===== src/rtl/fft_control.sv =====
// In-place radix-2 FFT sequencer: per-level butterfly read addressing,
// twiddle addressing and one-cycle-delayed write-back addressing.
module fft_control #(
  parameter int N_2 = 11
) (
  input  logic           clk,
  input  logic           reset,
  input  logic           start,
  output logic           busy,
  output logic           done,
  output logic [3:0]     level,
  output logic           re,
  output logic [N_2-1:0] adrA,
  output logic [N_2-1:0] adrB,
  output logic [N_2-2:0] twiddleadr,
  output logic           we,
  output logic [N_2-1:0] wadrA,
  output logic [N_2-1:0] wadrB
);

  localparam int TW = N_2 - 1;
  localparam logic [TW-1:0] JMAX = {TW{1'b1}};
  localparam logic [3:0] LMAX = 4'(N_2 - 1);

  typedef enum logic [1:0] {
    IDLE,
    RUN,
    FLUSH,
    DONE
  } state_t;

  state_t        state_q;
  state_t        state_d;
  logic [3:0]    level_d;
  logic [TW-1:0] j_q;
  logic [TW-1:0] j_d;
  logic [TW-1:0] tmask;
  logic          run;

  function automatic logic [N_2-1:0] rotl(
    input logic [N_2-1:0] x,
    input logic [3:0]     s
  );
    logic [N_2-1:0] r;
    r = x;
    for (int k = 0; k < 15; k++) begin
      if (k < int'(s)) begin
        r = {r[N_2-2:0], r[N_2-1]};
      end
    end
    return r;
  endfunction

  // state, stage index and butterfly counter registers
  always_ff @(posedge clk or negedge reset) begin
    if (!reset) begin
      state_q <= IDLE;
      level   <= '0;
      j_q     <= '0;
    end else begin
      state_q <= state_d;
      level   <= level_d;
      j_q     <= j_d;
    end
  end

  // next-state: j sweeps a level, one flush bubble between levels
  always_comb begin
    state_d = state_q;
    level_d = level;
    j_d     = j_q;
    unique case (state_q)
      IDLE: begin
        if (start) begin
          state_d = RUN;
          level_d = '0;
          j_d     = '0;
        end
      end
      RUN: begin
        if (j_q == JMAX) begin
          state_d = FLUSH;
        end else begin
          j_d = j_q + 1'b1;
        end
      end
      FLUSH: begin
        if (level == LMAX) begin
          state_d = DONE;
        end else begin
          state_d = RUN;
          level_d = level + 4'd1;
          j_d     = '0;
        end
      end
      DONE: begin
        state_d = IDLE;
      end
      default: begin
        state_d = IDLE;
      end
    endcase
  end

  // read-side addressing, forced to zero outside RUN
  always_comb begin
    run        = (state_q == RUN);
    busy       = (state_q != IDLE);
    done       = (state_q == DONE);
    re         = run;
    tmask      = JMAX << (N_2 - 1 - int'(level));
    adrA       = '0;
    adrB       = '0;
    twiddleadr = '0;
    if (run) begin
      adrA       = rotl({j_q, 1'b0}, level);
      adrB       = rotl({j_q, 1'b1}, level);
      twiddleadr = j_q & tmask;
    end
  end

  // write-back trails the read by the RAM/ROM latency
  always_ff @(posedge clk or negedge reset) begin
    if (!reset) begin
      we    <= 1'b0;
      wadrA <= '0;
      wadrB <= '0;
    end else begin
      we    <= re;
      wadrA <= adrA;
      wadrB <= adrB;
    end
  end

endmodule

===== config.mk =====
export PLATFORM = sky130hd
export DESIGN_NAME = fft_control
export DESIGN_NICKNAME = d
export VERILOG_FILES = /design/src/rtl/fft_control.sv
export SDC_FILE = /design/constraint.sdc
export NUM_CORES = 1
export LEC_CHECK = 0
export ABC_CLOCK_PERIOD_IN_PS = 5900
export CORE_MARGIN = 4
export CORE_UTILIZATION = 45
export CTS_CLUSTER_DIAMETER = 60
export DETAILED_ROUTE_END_ITERATION = 8
export GPL_TIMING_DRIVEN = 0
export PLACE_DENSITY = 0.77
export REMOVE_ABC_BUFFERS = 1
export SYNTH_ARGS = -nofsm -noshare
export SYNTH_HDL_FRONTEND = slang
export SYNTH_SLANG_ARGS = --single-unit

===== constraint.sdc =====
create_clock -name clk -period 5.9 [get_ports clk]
set_clock_uncertainty 0.1 [all_clocks]
set_input_delay 1.77 -clock clk [delete_from_list [all_inputs] [get_ports clk]]
set_output_delay 1.77 -clock clk [all_outputs]
set_load 0.005 [all_outputs]

# Word-level counts from Yosys, hierarchy flattened
# Cells that the tools add are included.
[op_classes] magnitude_cmp=15 mux=44 eq_ne=9 shift=1 n_reduce_logical=7 addsub=3 n_bitwise=1
[ops] op="2-to-1 mux 11 bit" count=32
[ops] op="2-to-1 mux 10 bit" count=4
[ops] op="left shift 10 x 32 -> 10 bit (first input constant)" count=1
[ops] op="case mux 10 bit (3 select lines)" count=1
[ops] op="< comparator 4 bit (first input constant)" count=7
[ops] op="< comparator 3 x 4 -> 1 bit (first input constant)" count=4
[ops] op="adder 10 x 1 -> 10 bit (second input constant)" count=1
[ops] op="AND 10 bit" count=1
[ops] op="== test 10 bit (second input constant)" count=1
[ops] op="< comparator 1 x 4 -> 1 bit (first input constant)" count=2
[ops] op="< comparator 2 x 4 -> 1 bit (first input constant)" count=2
[ops] op="2-to-1 mux 4 bit" count=2
[ops] op="case mux 2 bit (4 select lines)" count=1
[ops] op="case mux 4 bit (2 select lines)" count=1
[ops] op="2-to-1 mux 2 bit" count=3
[ops] op="!= test 2 bit (second input constant)" count=3
[ops] op="subtractor 4 x 4 -> 5 bit (first input constant)" count=1
[ops] op="adder 4 x 1 -> 4 bit (second input constant)" count=1
[ops] op="== test 2 bit (second input constant)" count=2
[ops] op="== test 4 bit (second input constant)" count=1
[ops] op="AND reduction 4 bit" count=1
[ops] op="nonzero test 2 bit" count=2
[ops] op="AND reduction 3 bit" count=1
[ops] op="nonzero test 3 bit" count=1
[ops] op="4 further kinds" count=4
[word_totals] regBits=39 out_inout_bits=62 wordCells=86 inputBits=3

# Logic depth before layout (Yosys ltp)
# Gate-level depths: netlist of run 1.
[depth] word_depth=17 ltp_mapped=18 mapped_depth_nobuf=11

# Worst setup path after synthesis of run 1
# No wires, ideal clock.
[synth_path] path_kind="reg2out" start="reg level[1]" end="out adrA[4]" required_time_ps=4030 setup_slack_ps=6 t_arrival_ps=4024 path_buffers=5 path_stages_with_launch=17 cell_sequence="dfrtp_1 buf_2 inv_1 clkbuf_1 buf_1 ha_1 clkbuf_4 buf_6 mux2_1 o31ai_2 nand3_1 a32oi_2 nor3_1 a211oi_4 nor2_2 or4_1 a32o_1"
[synth_via] elab_chain_cells=17 elab_cells_between_ends=31 cone_classes="15 x order compare; 16 x mux"
[synth_rtl] item="from (decl)" line="11" source="output logic [3:0] level,"
[synth_rtl] item="from (signal assigned)" line="62" source="level <= level_d;"
[synth_rtl] item="< comparator 1 x 4 -> 1 bit" line="47" source="if (k < int'(s)) begin"
[synth_rtl] item="2-to-1 mux 11 bit (14 in series)" line="47"
[synth_rtl] item="2-to-1 mux 11 bit *" line="47"
[synth_rtl] item="2-to-1 mux 11 bit *" line="115" source="if (run) begin"
[synth_rtl] item="to (decl)" line="13" source="output logic [N_2-1:0] adrA,"
# Every way passes the cells marked *; elsewhere a longest branch is shown, timed or not.

# Final worst setup path of run 1
[layout_path] start="reg level[1]" end="out adrB[8]"
[layout_via] elab_chain_cells=17 elab_cells_between_ends=31 cone_classes="15 x order compare; 16 x mux"
[layout_rtl] item="< comparator 1 x 4 -> 1 bit" line="47"
[layout_rtl] item="2-to-1 mux 11 bit (14 in series)" line="47"
[layout_rtl] item="2-to-1 mux 11 bit *" line="47"
[layout_rtl] item="2-to-1 mux 11 bit *" line="115"
[layout_rtl] item="to (decl)" line="14" source="output logic [N_2-1:0] adrB,"
# Marks and branches as above.

==> impl_metrics.csv, run 1 <==
group,metric,value,unit
outcome,status,"finished with violations",
global_routing,grt_usage,0.379,
hold_path,hp-class,"flop to flop",
floorplanning,rows,38,
sta,setup_slack,-0.121,ns
drt,detail_route.vias_per_cell,7.59,
global_routing,grt_max_degree,57,
clock_tree,worstSkewPairLatency,0.29,ns
sta,setup_violations,13,
floorplanning,start_util,0.464,
critical_path,crit_required,4.03,ns
power,leakagePower,0.00268,µW
critical_path,crit_family,"compound AO/OA/AOI/OAI gates",
power,swShare,0.395,
power,p_int,817,µW
finish,final_cells,950,
clock_tree,ctsHoldBuffers,0,
place,io_buffers,64,
clock_tree,cts_buffers,5,
yosys,syn_avg_cell_area,7.01,µm²
yosys,syn_inst,727,
global_routing,grt_pass1_vias,6663,
global_routing,grt_pass1_wl,38900,µm
power,p_per_area,183,nW/µm²
clock_tree,clk_pin_slew,0.07,ns
floorplanning,core,11000,µm²
finish,diodes,0,
sta,tightest_slew,1.07,ns
sta,fin_crit,6.02,ns
global_routing,grt.overflow.total,0,
critical_path,path_max_fanout,7,
yosys,netlist_area,5100,µm²
place,dpl_worst_slack,-1.91,ns
critical_path,cp.arrival,4.15,ns
yosys,ys_seq_elements,39,
power,p_comb_frac,0.482,
global_routing,antenna_found_initial,0,
place,dp.final_hpwl,15900,µm
outcome,violations,"setup timing",
sta,period_share,1.02,
critical_path,critPathKind,"flop to primary output",
critical_path,crit_chain,"clkinvlp_4 -> ha_4 -> buf_16 -> or3b_1 -> o2111ai_2 -> a221oi_2 -> nor2_1 -> o221ai_4 -> a221oi_4 -> mux2i_2 -> o31ai_2 -> buf_4 -> o22ai_1 -> clkdlybuf4s50_1",
yosys,synth_cell_type_count,86,
power,p_clk_frac,0.219,
drt,dr_total_vias,7215,
finish,syn_to_final_growth,45.2,%
yosys,synth_edf_count,0,
sta,finalHoldViolCount,0,
finish,fill_cells,891,
floorplanning,pin_count,65,
sta,rsz0062_at_grt,"yes",
floorplanning,die_x,114,µm
clock_tree,cts_tree,"built",
sta,slew_viol_final,0,
drt,first_pass_iters,7,
yosys,synthArstFlopShare,1.00,
critical_path,cp_slowest_stage_delay,0.53,ns
power,seqPwrFrac,0.299,
yosys,ys.flop_type,"dfrtp_1",
sta,timing.fmax,166,MHz
critical_path,cp-end-kind,"primary output",
critical_path,path_buf_inv,4,
critical_path,cp-start-kind,"flop",
place,dp_cells,867,
job,max_cap_violations,0,
yosys,yosysSeqAreaShare,0.191,
sta,max_slew_margin,0.285,
drt,drcViolationCount,0,
clock_tree,htreeDepth,2,
power,peakVddDrop,278,µV
finish,drive_gt1_frac,0.309,
critical_path,slowest_stage,"dfrtp_4",
yosys,ys_warn_count,0,
drt,final_antenna_net_count,0,
floorplanning,die_area,13100,µm²
drt,wirelength,26100,µm
place,gp_congestion,0.975,
clock_tree,clock-root-buffer,"clkbuf_16",
drt,wl_per_cell,27.5,µm
clock_tree,clk_path_buf_depth,2,
drt,drt_iter0_markers,1366,
clock_tree,cts.sinks,39,
floorplanning,fp.dieH,114,µm
power,p_switching,534,µW
finish,fin_nets,816,
[through the flow]
step | hold slack [ns] | instance area (µm²) | util | total power [µW] | setup TNS, ns
global route | 0.510 | 7400 | 0.674 | 1400 | -1.94
finish | 0.483 | 7400 | 0.674 | 1350 | -0.671
detailed placement | 0.456 | 5680 | 0.517 | 893 | -38.31
CTS | 0.465 | 6970 | 0.635 | 1270 | -0.0825
global placement | 0.445 | 5600 | 0.510 | 886 | -150.08
floorplan | 0.420 | 4780 | - | 616 | -26.38
[flip-flops by register name, summed over array words and instances, names as in the netlist]
register	count
wadrB	11
we	1
level	4
state_q	2
wadrA	11
j_q	10
[Yosys cell counts, types with 4 or more instances]
cell type,n,area [µm²]
ha_1,4,50.1
a221oi_1,9,78.8
o211ai_1,13,97.6
a211oi_1,6,45.0
xor2_1,5,43.8
inv_1,15,56.3
nand4_1,8,50.1
a21oi_1,57,285
buf_2,17,85.1
or3b_2,6,52.6
xnor2_1,7,61.3
buf_1,6,22.5
nand2b_1,15,93.8
nor2b_1,7,43.8
o32ai_1,10,87.6
o31ai_1,13,97.6
nand3_1,22,110
or2_2,8,50.1
nand2_1,68,255
a31oi_1,16,100
a22oi_1,5,37.5
o221ai_1,8,70.1
a32oi_1,7,61.3
and2_1,9,56.3
dfrtp_1,39,976
nor2_1,77,289
nor4_1,12,75.1
o22ai_1,24,150
or3_1,9,56.3
mux2i_1,9,90.1
mux2_2,4,45.0
o21ai_0,47,235
nor3_1,37,185
clkbuf_1,38,143
[cell families (layout without fill, tap and decap cells)]
group                    count (synthesis)  count (layout)  share of synthesized area
AND/OR/NAND/NOR                        303             304                      0.301
AO/OA/AOI/OAI                          271             271                      0.371
buffers and inverters                   83             165                     0.0727
flip-flops                              39              39                      0.191
multiplexers                            15              15                     0.0331
XOR/XNOR                                12              12                     0.0206
adder cells (fa/ha/maj)                  4               4                    0.00982
[power groups by stage]
stage,Sequential [µW],Combinational [µW],Clock [µW]
2_1_floorplan,361,255,0
3_3_place_gp,389,497,0
3_5_place_dp,393,501,0
4_1_cts,392,583,295
5_1_grt,408,680,309
6_report,404,651,296
[worst paths after layout]
kind	startpoint	endpoint	slack, ns	cells after the start
max	level[1]$_DFFE_PN0P_	adrB[8]	-0.12	14
min	state_q[0]$_DFFE_PN0P_	state_q[1]$_DFFE_PN0P_	0.48	1
max reg2reg	level[1]$_DFFE_PN0P_	wadrB[5]$_DFF_PN0_	1.92	18
min reg2reg	state_q[0]$_DFFE_PN0P_	state_q[1]$_DFFE_PN0P_	0.48	1
max in group asynchronous	reset	level[3]$_DFFE_PN0P_	3.50	1
min in group asynchronous	reset	j_q[4]$_DFFE_PN0P_	1.51	1
[layout make-up]
| type | count | area (µm²) | share of cell area |
|---|---|---|---|
| Timing Repair inverter | 1 | 5.00 | 0.000676 |
| Inverter | 15 | 67.6 | 0.00913 |
| Tap cell | 140 | 175 | 0.0237 |
| Timing Repair Buffer | 141 | 1370 | 0.186 |
| Clock inverter | 1 | 7.51 | 0.00101 |
| Sequential cell | 39 | 986 | 0.133 |
| Multi-Input combinational cell | 606 | 4630 | 0.626 |
| Clock buffer | 7 | 153 | 0.0206 |
[routing by layer]
layer	routed length, µm	up-vias	GRT usage
li1	-	2945	-
met1	9270	3334	0.507
met2	11100	755	0.568
met3	3980	181	0.101
met4	1760	0	0.178
met5	0	-	0
[placed cells by master, fill, tap and decap left out, drive strengths merged, types with 11 or more instances in the layout]
cell type,n
nand3,22
a31oi,16
clkdlybuf4s50,45
a221oi,11
nor3,39
o211ai,13
o21ai,50
nor2,80
buf,81
a21oi,57
inv,12
o31ai,16
dfrtp,39
nor4,14
nand2b,15
o22ai,25
nand2,68
[what timing repair did]
item                                    4_1_cts  5_1_grt
gates resized for setup                     147       58
pin swaps                                    39       19
gates cloned                                  5        0
setup buffers                                44       26
endpoints found under the setup margin       25       22
Power figures use the tool's default switching activity.
==> run 2, diff against run 1 <==
Settings changed: HOLD_SLACK_MARGIN from default to 0.12.
==> results of run 2 <==
The final DEF is identical to that of run 1; final timing and power are the same.
==> run 3, diff against run 2 <==
Settings changed: CORE_MARGIN 4 to 2.
==> impl_metrics.csv, run 3 (synthesis results as in run 1) <==
group,metric,value,unit
drt,wl_per_cell,25.7,µm
global_routing,grt_pass1_vias,6577,
sta,setup_slack,-0.0576,ns
sta,rsz0062_at_grt,"yes",
place,dp.final_hpwl,15100,µm
sta,fin_crit,5.96,ns
job,max_cap_violations,0,
floorplanning,fp.dieH,110,µm
outcome,status,"finished with violations",
finish,diodes,0,
drt,drcViolationCount,0,
finish,drive_gt1_frac,0.257,
sta,timing.fmax,168,MHz
clock_tree,ctsHoldBuffers,0,
critical_path,cp-end-kind,"primary output",
drt,first_pass_iters,7,
critical_path,r2r-start,"level[1]$_DFFE_PN0P_",
critical_path,cp.arrival,4.09,ns
critical_path,crit_family,"compound AO/OA/AOI/OAI gates",
clock_tree,worstSkewPairLatency,0.29,ns
hold_path,hp-class,"flop to flop",
critical_path,crit_required,4.03,ns
floorplanning,pin_count,65,
finish,final_cells,918,
sta,tightest_slew,0.976,ns
sta,max_slew_margin,0.349,
finish,fin_area,7040,µm²
critical_path,critPathLaunch,"level[1]$_DFFE_PN0P_",
drt,final_antenna_net_count,0,
sta,setup_violations,6,
drt,wirelength,23600,µm
critical_path,path_max_fanout,13,
global_routing,grt.overflow.total,0,
critical_path,cpMostUsedCell,"o22ai_2",
sta,finalHoldViolCount,0,
sta,slew_viol_final,0,
floorplanning,die_x,110,µm
global_routing,grt_usage,0.369,
finish,fill_cells,956,
power,leakagePower,0.00255,µW
critical_path,crit_chain,"clkinvlp_4 -> ha_4 -> buf_12 -> xor2_2 -> o221ai_1 -> o22ai_2 -> a2bb2oi_2 -> buf_4 -> a21oi_1 -> o22ai_2 -> a22oi_1 -> nand2_2 -> o32ai_2 -> clkdlybuf4s50_1",
sta,period_share,1.01,
place,io_buffers,64,
clock_tree,clk_pin_slew,0.06,ns
clock_tree,cts.sinks,39,
drt,dr_total_vias,6959,
floorplanning,start_util,0.466,
outcome,violations,"setup timing",
clock_tree,htreeDepth,2,
global_routing,grt_max_degree,58,
finish,final_cell_mix,"nor2_1, nand2_1, clkdlybuf4s50_1",
critical_path,slowest_stage,"clkdlybuf4s50_1",
power,p_per_area,191,nW/µm²
floorplanning,core,10900,µm²
hold_path,worstHoldStart,"state_q[0]$_DFFE_PN0P_",
global_routing,grt_pass1_wl,36700,µm
floorplanning,rows,38,
drt,detail_route.vias_per_cell,7.58,
finish,largestRegisters,"wadrA x11, wadrB x11, j_q x10",
critical_path,cp_slowest_stage_delay,0.55,ns
global_routing,antenna_found_initial,0,
power,peakVddDrop,202,µV
clock_tree,cts_buffers,5,
clock_tree,cts_tree,"built",
drt,drt_iter0_markers,1090,
place,gp_congestion,1.05,
clock_tree,clk_path_buf_depth,2,
finish,fin_nets,784,
clock_tree,clock-root-buffer,"clkbuf_16",
critical_path,cp-start-kind,"flop",
floorplanning,die_area,12200,µm²
finish,syn_to_final_growth,38.1,%
critical_path,critPathKind,"flop to primary output",
place,dp_cells,867,
critical_path,path_buf_inv,4,
finish,layout_commonest_cell,"nor2_1",
place,placed_cell_area,5680,µm²
## run 3: cell types whose count changed in the layout (fill, tap and decap cells not counted), moves of 4 or more
cell	before	now
buf_12	8	4
buf_4	60	36
clkdlybuf4s50_1	45	49
dlygate4sd2_1	10	3
dlymetal6s2s_1	3	8
o21ai_1	4	9
## run 3: routing by layer
layer  wire (µm)  global-route usage
met1        8580               0.477
met2       10000               0.556
met3        3400              0.0993
met4        1530               0.205
met5           0                   0
## run 3: stage by stage
step                setup WS [ns]  setup TNS, ns  hold WS, ns   util  power (µW)
global placement            -4.26        -132.80        0.454  0.512         873
finish                    -0.0576         -0.151        0.475  0.644        1340
global route               -0.166          -1.10        0.523  0.644        1390
detailed placement          -1.74         -32.20        0.467  0.520         880
floorplan                   -1.47         -26.38        0.420      -         616
CTS                       -0.0382        -0.0382        0.473  0.608        1290
## run 3: area by class of cell
class | count | area, µm² | area share
clock inverter | 2 | 60.1 | 0.00853
tap | 140 | 175 | 0.0249
clock buffer | 6 | 129 | 0.0183
inverter | 15 | 67.6 | 0.00960
timing repair buffer | 109 | 1090 | 0.156
timing repair inverter | 1 | 5.00 | 0.000711
sequential | 39 | 987 | 0.140
multi-input combinational | 606 | 4520 | 0.642
## run 3: final timing paths
path                                               end  slack (ns)  depth (start not counted)
worst max-delay path                           adrA[7]       -0.06                         14
min in group asynchronous           j_q[8]$_DFFE_PN0P_        1.49                          1
max in group asynchronous         level[3]$_DFFE_PN0P_        3.56                          1
worst min-delay path            state_q[1]$_DFFE_PN0P_        0.48                          1
worst min register to register  state_q[1]$_DFFE_PN0P_        0.48                          1
worst max register to register      wadrB[9]$_DFF_PN0_        2.18                         13
## run 3: power breakdown
part	switching, µW	internal, µW	leakage, µW
registers	87.2	310	0.000464
logic	295	295	0.00200
clock network	112	243	0.0000911
## run 3: repair_timing
action / 4_1_cts / 5_1_grt
cloned: 4 / 0
setup endpoints to repair: 22 / 22
resized for setup: 96 / 80
buffers inserted: 31 / 8
pin swaps: 28 / 19
